File: src/rtl/seg_pkg.sv
`timescale 1ns/1ps
// Shared constants and the scan FSM state type for the seven-segment display path.
package seg_pkg;

  localparam int unsigned BCD_W = 4;
  localparam int unsigned SEG_W = 7;

  typedef enum logic [1:0] {
    ST_IDLE  = 2'd0,
    ST_BLANK = 2'd1,
    ST_DRIVE = 2'd2
  } scan_state_t;

endpackage

File: src/rtl/seg7.sv
`timescale 1ns/1ps
// Hex-to-seven-segment decoder; segments = {g,f,e,d,c,b,a}, active-high.
module seg7
  import seg_pkg::*;
(
  input  logic [BCD_W-1:0] bcd,
  output logic [SEG_W-1:0] segments
);

  always_comb begin
    segments = '0;
    case (bcd)
      4'h0: segments = 7'h3F;
      4'h1: segments = 7'h06;
      4'h2: segments = 7'h5B;
      4'h3: segments = 7'h4F;
      4'h4: segments = 7'h66;
      4'h5: segments = 7'h6D;
      4'h6: segments = 7'h7D;
      4'h7: segments = 7'h07;
      4'h8: segments = 7'h7F;
      4'h9: segments = 7'h6F;
      4'hA: segments = 7'h77;
      4'hB: segments = 7'h7C;
      4'hC: segments = 7'h39;
      4'hD: segments = 7'h5E;
      4'hE: segments = 7'h79;
      4'hF: segments = 7'h71;
      default: segments = '0;
    endcase
  end

endmodule

File: src/rtl/seg_scan_ctrl.sv
`timescale 1ns/1ps
// Time-multiplexed scan controller for NUM_DIGITS seven-segment digits with
// blanking gaps, tear-free shadow update, leading-zero suppression and blink.
module seg_scan_ctrl
  import seg_pkg::*;
#(
  parameter int unsigned NUM_DIGITS   = 4,
  parameter int unsigned DIGIT_CYCLES = 10000,
  parameter int unsigned BLANK_CYCLES = 200
) (
  input  logic                          clk,
  input  logic                          reset,
  input  logic                          enable,
  input  logic [BCD_W*NUM_DIGITS-1:0]   digits_in,
  input  logic                          load,
  input  logic                          lz_en,
  input  logic [NUM_DIGITS-1:0]         blink_mask,
  input  logic                          blink_tick,
  output logic [SEG_W-1:0]              segments,
  output logic [NUM_DIGITS-1:0]         digit_en,
  output logic                          frame_done
);

  localparam int unsigned CNT_MAX = (DIGIT_CYCLES > BLANK_CYCLES) ? DIGIT_CYCLES : BLANK_CYCLES;
  localparam int unsigned CNT_W   = (CNT_MAX > 1) ? $clog2(CNT_MAX) : 1;
  localparam int unsigned IDX_W   = $clog2(NUM_DIGITS);

  localparam logic [CNT_W-1:0] DRIVE_LAST = CNT_W'(DIGIT_CYCLES - 1);
  localparam logic [CNT_W-1:0] BLANK_LAST = CNT_W'(BLANK_CYCLES - 1);
  localparam logic [IDX_W-1:0] IDX_LAST   = IDX_W'(NUM_DIGITS - 1);

  scan_state_t state_q, state_d;
  logic [CNT_W-1:0] cnt_q;
  logic [IDX_W-1:0] idx_q, idx_d;
  logic             start, frame_wrap;

  logic [BCD_W*NUM_DIGITS-1:0] stage_q, shadow_q;
  logic                        load_pending_q;
  logic                        blink_phase_q;
  logic                        copy;

  logic [BCD_W-1:0]      cur_digit;
  logic [SEG_W-1:0]      seg_raw;
  logic [NUM_DIGITS-1:0] supp_mask;
  logic                  blanked;

  logic [SEG_W-1:0]      segments_d;
  logic [NUM_DIGITS-1:0] digit_en_d;
  logic                  frame_done_d;

  // A digit is suppressed when it and every higher digit are zero; digit 0 never is.
  function automatic logic [NUM_DIGITS-1:0] lz_mask(input logic [BCD_W*NUM_DIGITS-1:0] v);
    logic zero_above;
    lz_mask    = '0;
    zero_above = 1'b1;
    for (int unsigned i = NUM_DIGITS; i > 0; i--) begin
      zero_above = zero_above && (v[(i-1)*BCD_W +: BCD_W] == '0);
      if (i > 1) lz_mask[i-1] = zero_above;
    end
  endfunction

  always_ff @(posedge clk) begin
    if (reset) begin
      state_q <= ST_IDLE;
      idx_q   <= '0;
      cnt_q   <= '0;
    end else begin
      state_q <= state_d;
      idx_q   <= idx_d;
      if (state_d != state_q)
        cnt_q <= '0;
      else if (state_q != ST_IDLE)
        cnt_q <= cnt_q + 1'b1;
    end
  end

  // Every phase end is a state change, so the counter is cleared before it can wrap.
  always_comb begin
    state_d    = state_q;
    idx_d      = idx_q;
    start      = 1'b0;
    frame_wrap = 1'b0;
    case (state_q)
      ST_IDLE: begin
        idx_d = '0;
        if (enable) begin
          state_d = ST_BLANK;
          start   = 1'b1;
        end
      end
      ST_BLANK: begin
        if (cnt_q == BLANK_LAST) begin
          if (enable) begin
            state_d = ST_DRIVE;
          end else begin
            state_d = ST_IDLE;
            idx_d   = '0;
          end
        end
      end
      ST_DRIVE: begin
        if (cnt_q == DRIVE_LAST) begin
          if (idx_q == IDX_LAST) begin
            idx_d      = '0;
            frame_wrap = 1'b1;
            state_d    = enable ? ST_BLANK : ST_IDLE;
          end else if (enable) begin
            idx_d   = idx_q + 1'b1;
            state_d = ST_BLANK;
          end else begin
            idx_d   = '0;
            state_d = ST_IDLE;
          end
        end
      end
      default: begin
        state_d = ST_IDLE;
        idx_d   = '0;
      end
    endcase
  end

  // Coincident load and copy: the copy takes the old staging value, the new one stays pending.
  assign copy = load_pending_q && (start || frame_wrap);

  always_ff @(posedge clk) begin
    if (reset) begin
      stage_q        <= '0;
      shadow_q       <= '0;
      load_pending_q <= 1'b0;
      blink_phase_q  <= 1'b0;
    end else begin
      if (load) stage_q <= digits_in;
      if (copy) shadow_q <= stage_q;
      if (load)
        load_pending_q <= 1'b1;
      else if (copy)
        load_pending_q <= 1'b0;
      if (blink_tick) blink_phase_q <= ~blink_phase_q;
    end
  end

  always_comb begin
    cur_digit = '0;
    for (int unsigned i = 0; i < NUM_DIGITS; i++) begin
      if (idx_q == IDX_W'(i)) cur_digit = shadow_q[i*BCD_W +: BCD_W];
    end
  end

  seg7 u_seg7 (
    .bcd      (cur_digit),
    .segments (seg_raw)
  );

  assign supp_mask = lz_mask(shadow_q);
  assign blanked   = (lz_en && supp_mask[idx_q]) || (blink_mask[idx_q] && blink_phase_q);

  // Outputs are computed from the next state so the registered pins line up with the FSM.
  always_comb begin
    digit_en_d   = '0;
    segments_d   = '0;
    frame_done_d = frame_wrap;
    if (state_d == ST_DRIVE) begin
      digit_en_d = NUM_DIGITS'(1) << idx_q;
      segments_d = blanked ? '0 : seg_raw;
    end
  end

  always_ff @(posedge clk) begin
    if (reset) begin
      segments   <= '0;
      digit_en   <= '0;
      frame_done <= 1'b0;
    end else begin
      segments   <= segments_d;
      digit_en   <= digit_en_d;
      frame_done <= frame_done_d;
    end
  end

endmodule
File: config.mk
export PLATFORM = sky130hd
export DESIGN_NAME = seg_scan_ctrl
export DESIGN_NICKNAME = d
export VERILOG_FILES = /design/src/rtl/seg_pkg.sv /design/src/rtl/seg7.sv /design/src/rtl/seg_scan_ctrl.sv
export SDC_FILE = /design/constraint.sdc
export NUM_CORES = 1
export LEC_CHECK = 0
export CAP_MARGIN = 25
export CORE_MARGIN = 3
export CORE_UTILIZATION = 49
export CTS_CLUSTER_DIAMETER = 40
export DETAILED_ROUTE_END_ITERATION = 7
export PLACE_DENSITY = 0.76
export SETUP_SLACK_MARGIN = 0.15
export SYNTH_ARGS = -nofsm -noshare
export SYNTH_HDL_FRONTEND = slang
export SYNTH_SLANG_ARGS = --single-unit
File: constraint.sdc
create_clock -name clk -period 2.7 [get_ports clk]
set_input_delay 0.405 -clock clk [delete_from_list [all_inputs] [get_ports clk]]
set_output_delay 0.405 -clock clk [all_outputs]
set_load 0.02 [all_outputs]
==> results of run 1 <==
[registers in the layout, summed over array words and instances (netlist names)]
signal and flops:
idx_q 2, shadow_q 16, frame_done 1, blink_phase_q 1
cnt_q 14, load_pending_q 1, stage_q 16, state_q 2
segments 7, digit_en 4
[kinds of logic after synthesis]
| logic type | count (synthesis) |
|---|---|
| AND/OR/NAND/NOR | 124 |
| flip-flops | 64 |
| AO/OA/AOI/OAI | 37 |
| multiplexers | 36 |
| buffers and inverters | 22 |
| XOR/XNOR | 14 |
| adder cells (fa/ha/maj) | 12 |
[metal layers]
| metal | vias up | wire (um) | share of wire |
|---|---|---|---|
| li1 | 1164 | - | - |
| met1 | 1063 | 2885 | 0.50 |
| met2 | 48 | 2607 | 0.45 |
| met3 | 6 | 250 | 0.043 |
| met4 | 0 | 56 | 0.0097 |
| met5 | - | 0 | 0 |
[worst paths after layout]
kind | start | to
max | idx_q[1] | segments[0]
min | cnt_q[1] | cnt_q[1]
max reg2reg | idx_q[1] | segments[0]
min reg2reg | cnt_q[1] | cnt_q[1]
[worst min-delay path, stage by stage (launching register included)]
cell     delay (ns)
dfxtp_1        0.33
nand2_1        0.06
a21oi_1        0.05
[through the flow]
stage          setup WS (ns)  cell area (um^2)  instances  hold WS, ns  power, W
2_1_floorplan         0.1799              2958        309       0.4494  0.001089
3_5_place_dp          0.2907              3388        411       0.4765  0.001142
6_report              0.4442              3590        427       0.4825  0.001922
4_1_cts               0.2864              3585        427       0.4856  0.001942
5_1_grt               0.2112              3590        427       0.5203  0.002006
3_3_place_gp          0.3756              3388        411       0.4616  0.001139
[power breakdown]
| part | switching (W) | internal, W | leakage (nW) |
|---|---|---|---|
| combinational | 0.0000611 | 0.0000751 | 0.783 |
| clock | 0.000376 | 0.000425 | 0.0952 |
| sequential | 0.0000178 | 0.000967 | 0.521 |
[placed cells by master (no fill, tap or decap), types with 2 or more instances in the layout]
cell	count
dfxtp_1	62
nor2_1	57
clkdlybuf4s50_1	37
mux2i_1	35
nand2_1	15
ha_1	11
a211oi_1	10
inv_1	9
clkbuf_8	9
xor2_1	8
nand3b_1	6
nor2b_1	6
a21oi_1	6
o21ai_0	6
xnor2_1	6
buf_4	6
nor3b_1	5
nand2b_1	5
and3_1	5
nor3_1	4
nand4_1	4
nor4_1	3
a221oi_1	3
a211o_1	2
o22ai_1	2
a31oi_1	2
and3_2	2
or3_1	2
clkinv_2	2
clkinvlp_4	2
clkinv_4	2
dfxtp_2	2
[area by class of cell]
class	instances	area, um^2
clock buffer	9	123.9
clock inverter	7	72.57
fill	483	2086
inverter	9	33.78
multi-input combinational	223	1570
sequential	64	1284
tap	72	90.09
timing repair buffer	43	415.4
==> results.json, run 1 <==
{
  "status": "completed",
  "avgViaCountPerCell": 5.342,
  "synth-async-reset-ratio": 0,
  "cp_max_fo": 9,
  "firstDrtPassIters": 4,
  "postCtsHoldBufs": 0,
  "vias": 2281,
  "first_iter_violations": 145,
  "route.detailed.drc": 0,
  "hpwl_um": 4027,
  "synthXorXnorAreaFrac": 0.04146,
  "wl_um": 5800,
  "start_util": 0.5212,
  "drv_cap": 0,
  "use_met3": 0.07009,
  "fin_setup_tns_ns": 0,
  "n_antenna_cell": 0,
  "cp_cell_sequence": "inv_1 > ha_1 > nand3b_1 > a211oi_1 > inv_1 > ha_1 > or3_1 > a31oi_1",
  "rsz0062_at_grt": "false",
  "yosys.area.top_type": "dfxtp_1",
  "worst_skew_pair.late_latency_ns": 0.34,
  "synth_cell_type_count": 47,
  "grt.overflow.total": 0,
  "synth_top_family_by_area": "simple AND/OR/NAND/NOR gates",
  "synth_seq_area_share": 0.4332,
  "netlist_instances": 309,
  "synthMuxAreaShare": 0.1261,
  "core_um2": 5675,
  "postCtsSetupBuffers": 0,
  "syn_nets": 347,
  "crit_family": "simple AND/OR/NAND/NOR gates",
  "pin_count": 38,
  "clock_sinks": 64,
  "p_per_area_nw_per_um2": 535.5,
  "finalMaxSlewViolations": 0,
  "grt_pass1_vias": 2169,
  "max-slew-margin-rel": 0.6273,
  "root_buffer": "clkbuf_8",
  "crit_buf_inv": 2,
  "grt_util_all_layers": 0.1754,
  "synth_common_cells": "dfxtp_1, nor2_1, mux2i_1",
  "hp-class": "register to register",
  "cts.clk_slew.worst_paths_ns": 0.07,
  "syn_area_um2": 2958,
  "antenna_left": 0,
  "vdd_drop_max_mv": 0.4180,
  "synth_area_per_cell_um2": 9.572,
  "wire_per_inst_um": 13.58,
  "ys_warn_count": 0,
  "synth_most_common_cell": "dfxtp_1",
  "grt_max_degree": 40,
  "hold_depth": 2,
  "critPathLaunchType": "register",
  "drive_above_1_share": 0.09859,
  "criticalPathCategory": "register to register",
  "ys_ff_latch": 64,
  "post-route-min-period_ns": 2.256,
  "synth-simple-area-share": 0.2195,
  "synth_fa_ha_area_frac": 0.05076,
  "synth_edf_count": 0,
  "antenna_found_initial": 0,
  "gp_congestion": 0.8523,
  "cpMaxStageDelayCell": "dfxtp_2",
  "synth_top_area_share": 0.4332,
  "critPathMaxStageDelay_ns": 0.42,
  "cts_inserted_buffers": 9,
  "finalHoldViolations": 0,
  "fin_crit_sh": 0.8355,
  "rows": 27,
  "synth_area_leaders": "dfxtp_1, mux2i_1, nor2_1, ha_1, a211oi_1",
  "die_w_um": 83.70,
  "synth-compound-area-share": 0.09222,
  "met1_usage": 0.2316,
  "worstRegToRegCells": 8,
  "p_leak_nw": 1.400,
  "tightest_slew_ns": 0.5574,
  "globalRouteMet2Util": 0.2654,
  "cts_max_level": 3,
  "port_buffers": 37,
  "fmax_ghz": 0.4433,
  "crit_path_end_kind": "register",
  "skew_ns": 0.006382,
  "nets": 388,
  "die_h_um": 83.70,
  "setup_viol": 0,
  "reg2reg_slack_ns": 0.44,
  "cts_resized": 0,
  "fp.dieArea_um2": 7005,
  "tritoncts": "yes",
  "cp_num_cells": 8,
  "grt_first_pass_wirelength_um": 10050,
  "final_core_util": 0.6325,
  "clockBufferDepth": 2,
  "grt.busiest_layer": "met2",
  "syn2layout_area_growth_pct": 21.36,
  "cp.required_ns": 2.96,
  "critical_path_arrival_ns": 2.52,
  "synth_flop_cell": "dfxtp_1"
}
No activity file was read; power rests on OpenSTA's default activity.
==> inputs of run 2 (changes only) <==
--- a/config.mk
+++ b/config.mk
@@ -7,10 +7,10 @@
 export LEC_CHECK = 0
 export CAP_MARGIN = 25
 export CORE_MARGIN = 3
-export CORE_UTILIZATION = 49
+export CORE_UTILIZATION = 55
 export CTS_CLUSTER_DIAMETER = 40
 export DETAILED_ROUTE_END_ITERATION = 7
-export PLACE_DENSITY = 0.76
+export PLACE_DENSITY = 0.8
 export SETUP_SLACK_MARGIN = 0.15
 export SYNTH_ARGS = -nofsm -noshare
 export SYNTH_HDL_FRONTEND = slang
==> constraint.sdc (replaced) <==
create_clock -name clk -period 2.2 [get_ports clk]
set_input_delay 0.33 -clock clk [delete_from_list [all_inputs] [get_ports clk]]
set_output_delay 0.33 -clock clk [all_outputs]
set_load 0.02 [all_outputs]
==> run 2 against run 1 <==
Compared with the run above: combinational power rose by 42%; global-route usage grew 4.8 points; cell count up 5.4%; total power rose by 27%; register-to-register slack got worse by 0.40 ns; sequential power grew 23%; fmax rose by 4.6%; non-clock buffer count grew 25; first-iteration DRC count shrank 23%; critical path type unchanged; highest routed layer unchanged.
==> results.json, run 2 (synthesis results as in run 1) <==
{
  "status": "completed",
  "setup_viol": 0,
  "clock_sinks": 64,
  "max-slew-margin-rel": 0.6533,
  "fin_crit_sh": 0.9805,
  "clockBufferDepth": 2,
  "finalHoldViolations": 0,
  "final.fill_count": 351,
  "power_w": 0.002438,
  "critical_path_arrival_ns": 2.42,
  "avgViaCountPerCell": 5.553,
  "worst_skew_pair.late_latency_ns": 0.34,
  "hpwl_um": 4343,
  "fmax_ghz": 0.4636,
  "fin_setup_tns_ns": 0,
  "first_iter_violations": 111,
  "core_um2": 5140,
  "vdd_drop_max_mv": 0.4501,
  "worstHoldEndpoint": "cnt_q[1]",
  "hold_start": "cnt_q[1]",
  "wire_per_inst_um": 15.51,
  "rows": 26,
  "r2r_start": "idx_q[0]",
  "firstDrtPassIters": 4,
  "critPathLaunchType": "register",
  "final_common_cell": "dfxtp_1",
  "n_antenna_cell": 0,
  "hp-class": "register to register",
  "pin_count": 38,
  "top_regs": "shadow_q x16, stage_q x16, cnt_q x14",
  "route.detailed.drc": 0,
  "ff_latch_area_um2": 1292,
  "worst_slack_ns": 0.04281,
  "dpl_cell_area_um2": 3501,
  "cts_max_level": 3,
  "cp.required_ns": 2.46,
  "nets": 413,
  "final_cell_mix": "dfxtp_1, nor2_1, clkdlybuf4s50_1",
  "final_area_um2": 4014,
  "die_w_um": 79.34,
  "antenna_left": 0,
  "skew_ns": 0.01095,
  "finalMaxSlewViolations": 0,
  "gp_congestion": 0.8711,
  "criticalPathCategory": "register to register",
  "p_leak_nw": 1.583,
  "post-place-ws_ns": 0.03646,
  "antenna_found_initial": 0,
  "start_util": 0.5755,
  "grt.overflow.total": 0,
  "cts_inserted_buffers": 9,
  "grt_pass1_vias": 2288,
  "worstRegToRegCells": 10,
  "tightest_slew_ns": 0.5195,
  "multi_input_area_um2": 1750,
  "timing.rr.end": "segments[3]",
  "tritoncts": "yes",
  "syn2layout_area_growth_pct": 35.70,
  "cts.clk_slew.worst_paths_ns": 0.07,
  "grt_first_pass_wirelength_um": 10920,
  "drive_above_1_share": 0.2316,
  "grt_util_all_layers": 0.2237,
  "hold_depth": 2,
  "drv_cap": 0,
  "vias": 2499,
  "wl_um": 6980,
  "fp.dieArea_um2": 6294,
  "grt_max_degree": 37,
  "post-route-min-period_ns": 2.157,
  "postCtsHoldBufs": 0,
  "crit_path_end_kind": "register",
  "reg2reg_slack_ns": 0.04,
  "p_per_area_nw_per_um2": 607.3,
  "die_h_um": 79.34,
  "cp_max_fo": 8,
  "port_buffers": 37,
  "root_buffer": "clkbuf_8",
  "rsz0062_at_grt": "true"
}
run 2: how the worst max path moves through the flow:
stage | startpoint | end | slack (ns) | cells after the start
3_5_place_dp | idx_q[0] | segments[4] | 0.04 | 9
4_1_cts | idx_q[0] | segments[3] | 0.12 | 10
5_1_grt | idx_q[0] | segments[3] | -0.04 | 10
2_1_floorplan | idx_q[0] | segments[0] | 0.15 | 8
3_3_place_gp | idx_q[0] | segments[0] | 0.11 | 8
6_report | idx_q[0] | segments[3] | 0.04 | 10
run 2: timing repair:
action / CTS / global route
pin swaps: 12 / 9
cloned: 0 / 1
setup buffers: 13 / 6
setup endpoints to repair: 22 / 38
gates resized for setup: 14 / 15
run 2: layer usage:
metal / global-route usage / wire [um] / up-vias
met5: 0 / 0 / -
met4: 0.1151 / 121 / 0
met3: 0.06463 / 366 / 9
met2: 0.3569 / 3517 / 75
met1: 0.2733 / 2975 / 1207
li1: - / - / 1208
run 2: area by class of cell:
type	count	area share
Multi-Input combinational cell	223	0.4361
Sequential cell	64	0.3220
Timing Repair Buffer	68	0.1590
Clock buffer	13	0.04208
Tap cell	70	0.02182
Clock inverter	3	0.009975
Inverter	9	0.009040
run 2: stage by stage:
| step | hold WS [ns] | utilization | cells |
|---|---|---|---|
| CTS | 0.4768 | 0.7554 | 443 |
| finish | 0.4790 | 0.7809 | 450 |
| detailed placement | 0.4687 | 0.6811 | 414 |
| floorplan | 0.4494 | - | 309 |
| global placement | 0.4622 | 0.6811 | 414 |
| global route | 0.5255 | 0.7809 | 450 |
run 2: critical path, cell delays in order (launching register included):
cell      delay, ns
dfxtp_4        0.36
buf_6          0.12
ha_4           0.18
nand3b_1       0.21
a211oi_4       0.32
inv_2          0.14
ha_4           0.19
buf_4          0.14
mux2i_1        0.13
nand2_1        0.12
a21oi_2        0.17
run 2: power breakdown:
part	leakage, nW	switching (W)	total (W)	internal, W
Clock	0.109	0.000424	0.00104	0.000613
Combinational	0.951	0.0000858	0.000193	0.000107
Sequential	0.523	0.0000226	0.00121	0.00119
==> inputs of run 3 (changes only) <==
--- a/config.mk
+++ b/config.mk
@@ -12,6 +12,7 @@
 export DETAILED_ROUTE_END_ITERATION = 7
 export PLACE_DENSITY = 0.8
 export SETUP_SLACK_MARGIN = 0.15
+export SKIP_LAST_GASP = 1
 export SYNTH_ARGS = -nofsm -noshare
 export SYNTH_HDL_FRONTEND = slang
 export SYNTH_SLANG_ARGS = --single-unit
==> results of run 3 <==
The final DEF is identical to that of run 2; final timing and power are the same.
